`src/rtl/fifo_wr_arbiter_if.sv`:
```
// Write-port bundle between requesters, the arbiter and the FIFO.
// slave = arbiter side, master = producers/FIFO side.
interface fifo_wr_arbiter_if #(
   parameter int NUM_REQ = 4,
   parameter int WIDTH   = 8
) ();
   localparam int OW = (NUM_REQ > 1) ? $clog2(NUM_REQ) : 1;

   logic [NUM_REQ-1:0]       req;
   logic [NUM_REQ-1:0]       last;
   logic [NUM_REQ*WIDTH-1:0] req_data;
   logic                     fifo_full;
   logic [NUM_REQ-1:0]       gnt;
   logic [OW-1:0]            owner;
   logic                     busy;
   logic                     fifo_wr_en;
   logic [WIDTH-1:0]         fifo_wr_data;

   modport slave (
      input  req, last, req_data, fifo_full,
      output gnt, owner, busy, fifo_wr_en, fifo_wr_data
   );

   modport master (
      output req, last, req_data, fifo_full,
      input  gnt, owner, busy, fifo_wr_en, fifo_wr_data
   );
endinterface

```
`src/rtl/fifo_wr_arbiter.sv`:
```
// Packet-granular round-robin arbiter for one FIFO write port.
// Define FIFO_ARB_PRIO_EN to make requester 0 high priority.
module fifo_wr_arbiter #(
   parameter int NUM_REQ   = 4,
   parameter int WIDTH     = 8,
   parameter int MAX_BURST = 8
) (
   input logic                clk,
   input logic                rst,
   fifo_wr_arbiter_if.slave   bus
);
   localparam int OW = (NUM_REQ > 1) ? $clog2(NUM_REQ) : 1;
   localparam int CW = $clog2(MAX_BURST + 1);

   typedef enum logic {S_IDLE, S_LOCKED} state_t;

   state_t             r_state;
   logic [NUM_REQ-1:0] r_gnt;
   logic [OW-1:0]      r_owner;
   logic [OW-1:0]      r_rr_ptr;
   logic               r_busy;
   logic [CW-1:0]      r_beat_cnt;

   logic               w_own_req;
   logic               w_own_last;
   logic               w_beat;
   logic               w_burst_end;
   logic               w_release;
   logic               w_found;
   logic [OW-1:0]      w_win;
   int                 w_idx;

   assign w_own_req   = bus.req[r_owner];
   assign w_own_last  = bus.last[r_owner];
   // rst gates the strobe so nothing is written on the reset edge
   assign w_beat      = (r_state == S_LOCKED) && w_own_req
                        && !bus.fifo_full && !rst;
   assign w_burst_end = (r_beat_cnt == CW'(MAX_BURST - 1));
   assign w_release   = !w_own_req
                        || (w_beat && (w_own_last || w_burst_end));

   assign bus.fifo_wr_en   = w_beat;
   assign bus.fifo_wr_data =
      WIDTH'(bus.req_data >> (int'(r_owner) * WIDTH));
   assign bus.gnt   = r_gnt;
   assign bus.owner = r_owner;
   assign bus.busy  = r_busy;

   // Walk downward so the nearest requester after rr_ptr wins last
   always_comb begin
      w_found = 1'b0;
      w_win   = '0;
      w_idx   = 0;
      for (int k = NUM_REQ; k >= 1; k--) begin
         w_idx = (int'(r_rr_ptr) + k) % NUM_REQ;
         if (bus.req[OW'(w_idx)]) begin
            w_win   = OW'(w_idx);
            w_found = 1'b1;
         end
      end
`ifdef FIFO_ARB_PRIO_EN
      if (bus.req[0]) begin
         w_win   = '0;
         w_found = 1'b1;
      end
`endif
   end

   always_ff @(posedge clk) begin
      if (rst) begin
         r_state    <= S_IDLE;
         r_gnt      <= '0;
         r_owner    <= '0;
         r_busy     <= 1'b0;
         r_beat_cnt <= '0;
         r_rr_ptr   <= OW'(NUM_REQ - 1);
      end else begin
         unique case (r_state)
            S_IDLE: begin
               if (w_found) begin
                  r_state    <= S_LOCKED;
                  r_gnt      <= NUM_REQ'(1) << w_win;
                  r_owner    <= w_win;
                  r_busy     <= 1'b1;
                  r_beat_cnt <= '0;
               end else begin
                  r_gnt <= '0;
               end
            end
            S_LOCKED: begin
               if (w_beat)
                  r_beat_cnt <= r_beat_cnt + CW'(1);
               if (w_release) begin
                  r_state <= S_IDLE;
                  r_gnt   <= '0;
                  r_busy  <= 1'b0;
`ifdef FIFO_ARB_PRIO_EN
                  // the priority requester leaves the rotation untouched
                  if (r_owner != '0)
                     r_rr_ptr <= r_owner;
`else
                  r_rr_ptr <= r_owner;
`endif
               end
            end
            default: r_state <= S_IDLE;
         endcase
      end
   end
endmodule

```
`src/flat_wrapper.sv`:
```
// flat-port wrapper written by rule: the top's interface ports become plain ports
module fifo_wr_arbiter_flat 
#(
   parameter int NUM_REQ   = 4,
   parameter int WIDTH     = 8,
   parameter int MAX_BURST = 8
)
  (clk, rst, bus_req, bus_last, bus_req_data, bus_fifo_full, bus_gnt, bus_owner, bus_busy, bus_fifo_wr_en, bus_fifo_wr_data);
  fifo_wr_arbiter_if #(.NUM_REQ(NUM_REQ), .WIDTH(WIDTH)) bus_i ();
  input logic clk;
  input logic rst;
  input wire logic [$bits(bus_i.req)-1:0] bus_req;
  input wire logic [$bits(bus_i.last)-1:0] bus_last;
  input wire logic [$bits(bus_i.req_data)-1:0] bus_req_data;
  input wire logic [$bits(bus_i.fifo_full)-1:0] bus_fifo_full;
  output wire logic [$bits(bus_i.gnt)-1:0] bus_gnt;
  output wire logic [$bits(bus_i.owner)-1:0] bus_owner;
  output wire logic [$bits(bus_i.busy)-1:0] bus_busy;
  output wire logic [$bits(bus_i.fifo_wr_en)-1:0] bus_fifo_wr_en;
  output wire logic [$bits(bus_i.fifo_wr_data)-1:0] bus_fifo_wr_data;
  assign bus_i.req = bus_req;
  assign bus_i.last = bus_last;
  assign bus_i.req_data = bus_req_data;
  assign bus_i.fifo_full = bus_fifo_full;
  assign bus_gnt = bus_i.gnt;
  assign bus_owner = bus_i.owner;
  assign bus_busy = bus_i.busy;
  assign bus_fifo_wr_en = bus_i.fifo_wr_en;
  assign bus_fifo_wr_data = bus_i.fifo_wr_data;
  fifo_wr_arbiter #(.NUM_REQ(NUM_REQ), .WIDTH(WIDTH), .MAX_BURST(MAX_BURST)) u_core (.clk(clk), .rst(rst), .bus(bus_i));
endmodule
```
`config.mk`:
```
export PLATFORM = sky130hd
export DESIGN_NAME = fifo_wr_arbiter_flat
export DESIGN_NICKNAME = d
export VERILOG_FILES = /design/src/rtl/fifo_wr_arbiter_if.sv /design/src/rtl/fifo_wr_arbiter.sv /design/src/flat_wrapper.sv
export SDC_FILE = /design/constraint.sdc
export NUM_CORES = 1
export LEC_CHECK = 0
export BUFFER_PORTS_ARGS = -buffer_cell sky130_fd_sc_hd__buf_4
export CAP_MARGIN = 20
export CORE_MARGIN = 3
export CORE_UTILIZATION = 35
export DETAILED_ROUTE_END_ITERATION = 8
export GPL_TIMING_DRIVEN = 0
export PLACE_DENSITY = 0.68
export SETUP_SLACK_MARGIN = 0.4
export SLEW_MARGIN = 5
export SYNTH_ARGS = -nofsm -noshare
export SYNTH_HDL_FRONTEND = slang
export SYNTH_SLANG_ARGS = --single-unit
```
`constraint.sdc`:
```
create_clock -name clk -period 2 [get_ports clk]
set_input_delay 0 -clock clk [delete_from_list [all_inputs] [get_ports clk]]
set_output_delay 0 -clock clk [all_outputs]
set_load 0.005 [all_outputs]
```
==> impl_results.md <==
* Status: complete, no violations
* Synth cell types at 36
* Crit path arrival time at 1.88 ns
* # IOs at 59
* Worst Reg-to-Reg Cells at 7
* Setup violations, final at 0
* Number of synthesis warnings at 0
* Area contributors post-synth: dfxtp_1 29%, mux4_2 19%, a21oi_1 5.2%
* Share of cells above drive strength 1 at 53.4%
* Clk pin slew, worst setup/hold paths at 0.09 ns
* Worst-Skew Late Latency at 0.28 ns
* Diodes inserted at 0
* Post-Synthesis Cell Area at 957 um2
* CTS Buffer Depth at 2
* Min Tclk post-route at 1.73 ns
* Final Util at 59.4%
* Gr usage total at 17.0%
* CTS Buf Count at 3
* DRC marker count from the first detailed-route iteration at 23
* Die Height at 58.3 um
* Detailed Routing Iterations Pass 1 at 4
* CTS tree: yes
* Placer congestion estimate at 0.748
* Port buffer count at 57
* CP Capture Type: flip-flop
* Crit path capture: u_core.r_beat_cnt[3]
* Antenna violations before repair at 0
* Top cell type's share of synthesized area at 29.3%
* Num Clock Sinks at 14
* Die W at 58.3 um
* Clock root buffer: clkbuf_4
* Post-synth EDFFs at 0
* Worst slew pin tran at 0.690 ns
* Max Cap Violations at 0
* Fin Setup TNS at 0 ns
* Pins Over Slew Limit at 0
* Crit-path max FO at 7
* Largest net degree at the start of global routing at 11
* Drt via density at 5.41
* Starting Density at 37.6%
* Site Rows at 18
* Fmax at 579 MHz
* Worst hold path type: in2reg
* Max VDD drop at 0.000395 V
* RSZ-0062 raised after global routing: yes
* Required time of the critical path at 2.15 ns
* Sequential cell area fraction in the yosys report at 29.3%
* FF-to-FF setup slack at 0.27 ns
* Drt total wl at 2740 um
* Reg2reg end: u_core.r_beat_cnt[3]
* Via Count at 1,034
* Hpwl dp at 2220 um
* Critical path startpoint category: flip-flop
* Layout area overhead at 57.9%
* Tcrit/Tclk final at 86.3%
* Final nets at 206
* Ys async rst share at 0%
* Mapped Nets at 141
* H-tree levels at 1
* PD cells at 567 mW/mm2
* Mean Syn Cell Area at 9.87 um2
* Core area at 0.00254 mm2
* Die ar. at 0.00340 mm2
* Wirelength per Cell at 14.3 um
* DR DRC count at 0
* Crit path launch: u_core.bus.owner[0]
* Final hold violations at 0
* Leakage at 0.660 nW
* Mapped Cells at 97
* Kind of critical path: reg2reg
* Top FF cell, synth: dfxtp_1
* Worst r2r src: u_core.bus.owner[0]
* Biggest area consumer among synthesized cells: dfxtp_1
* First-pass GRT wire length at 4460 um
* Hold buffers post-CTS at 0
* Final Skew at 0.00350 ns
* Grt ovf at 0
* Fillcell total at 212
* #FFs+latches synth at 14
* Max-slew headroom at 54.0%
* Vias in the first global route at 1,054
* Routed Antenna Nets at 0
## metal layers
| metal | routed length, um | track usage, % |
|---|---|---|
| met3 | 342 | 4.82 |
| met2 | 1280 | 30.5 |
| met5 | 0 | 0 |
| met1 | 1070 | 18.6 |
| met4 | 43 | 6.95 |
## state kept, by name, summed over array words and instances, names as in the netlist
| register | count |
|---|---|
| u_core.bus.busy | 1 |
| u_core.bus.gnt | 4 |
| u_core.bus.owner | 2 |
| u_core.r_beat_cnt | 4 |
| u_core.r_rr_ptr | 2 |
| u_core.r_state | 1 |
## cell type report
type	count	area (um2)	area share (%)
multi-input cells	74	652	43.1
repair buffers	60	450	29.8
flip-flops and latches	14	282	18.6
plain buffers	6	42.5	2.81
well taps	30	37.5	2.48
clock buffers	4	36.3	2.40
inverters	3	11.3	0.745
## cells by family (layout without fill, tap and decap cells)
family,after synthesis,count (layout),share of synthesized area [%]
xor gates and xnor gates,2,2,1.83
buffers and inverters,9,73,5.23
adders and majority gates,1,1,1.31
AOI/OAI and AO/OA,21,21,16.2
and+or+nand+nor,38,38,20.9
muxes,12,12,25.2
DFF,14,14,29.3
## synthesized netlist by cell type, types with 2 or more instances
master and instances:
mux2i_1 2, buf_6 2, a211oi_1 3, nor3_1 4, nor2_1 11, a21oi_1 10
dfxtp_1 14, nor2b_1 4, xor2_1 2, mux4_2 8, nand2_1 4, nand3b_1 2
clkbuf_1 2, nand2b_1 3, nand3_1 3, inv_1 3
## repair_timing
action                                 CTS  global route
pin swaps                                2             2
endpoints found under the hold margin    0             0
resized for setup                        4             2
buffers inserted                         3             0
setup endpoints to repair               20            20
## where the power goes
part	switching [mW]	total, mW	internal (mW)
combinational	0.127	0.331	0.204
clock	0.0962	0.207	0.111
sequential	0.0200	0.320	0.300
total	0.243	0.857	0.614
## worst min path at each step
stage / startpoint / to / slack, ns / cells after the start
2_1_floorplan: bus_req_data[30] / bus_fifo_wr_data[6] / 0.21 / 1
5_1_grt: rst / u_core.r_rr_ptr[0] / 0.11 / 3
4_1_cts: rst / u_core.r_rr_ptr[0] / 0.05 / 3
3_5_place_dp: rst / u_core.r_rr_ptr[0] / 0.36 / 3
6_report: rst / u_core.r_rr_ptr[0] / 0.08 / 3
3_3_place_gp: rst / u_core.r_rr_ptr[0] / 0.36 / 3
## cells in the final DEF, fill, tap and decap left out, types with 2 or more instances in the layout
master,instances
mux4_2,8
mux2i_1,2
buf_4,61
nor2_1,10
nor2b_1,4
buf_6,2
nand2_1,4
nand3b_1,2
inv_1,2
xor2_1,2
clkbuf_1,2
a21oi_1,10
dfxtp_1,13
a211oi_1,3
clkbuf_4,3
nand2b_1,3
nor3_1,4
nand3_1,3
## metrics by stage
step                worst slack [ns]  hold WS [ns]  instances  power [mW]  instance area, um2
floorplan                      0.350         0.209         97       0.488                 965
global placement               0.267         0.356        184       0.636                1430
detailed placement             0.266         0.357        184       0.642                1430
CTS                            0.266        0.0522        191       0.865                1500
global route                   0.214         0.108        191       0.912                1510
finish                         0.274        0.0829        191       0.857                1510
## critical path, cell delays in order (launching register included)
cell and delay, ns:
dfxtp_2 0.34, buf_6 0.12, mux4_2 0.54, and3_4 0.20, buf_6 0.12, nand4_1 0.07, xor2_1 0.15, nor3_1 0.06
(Power assumes the default switching activity.)
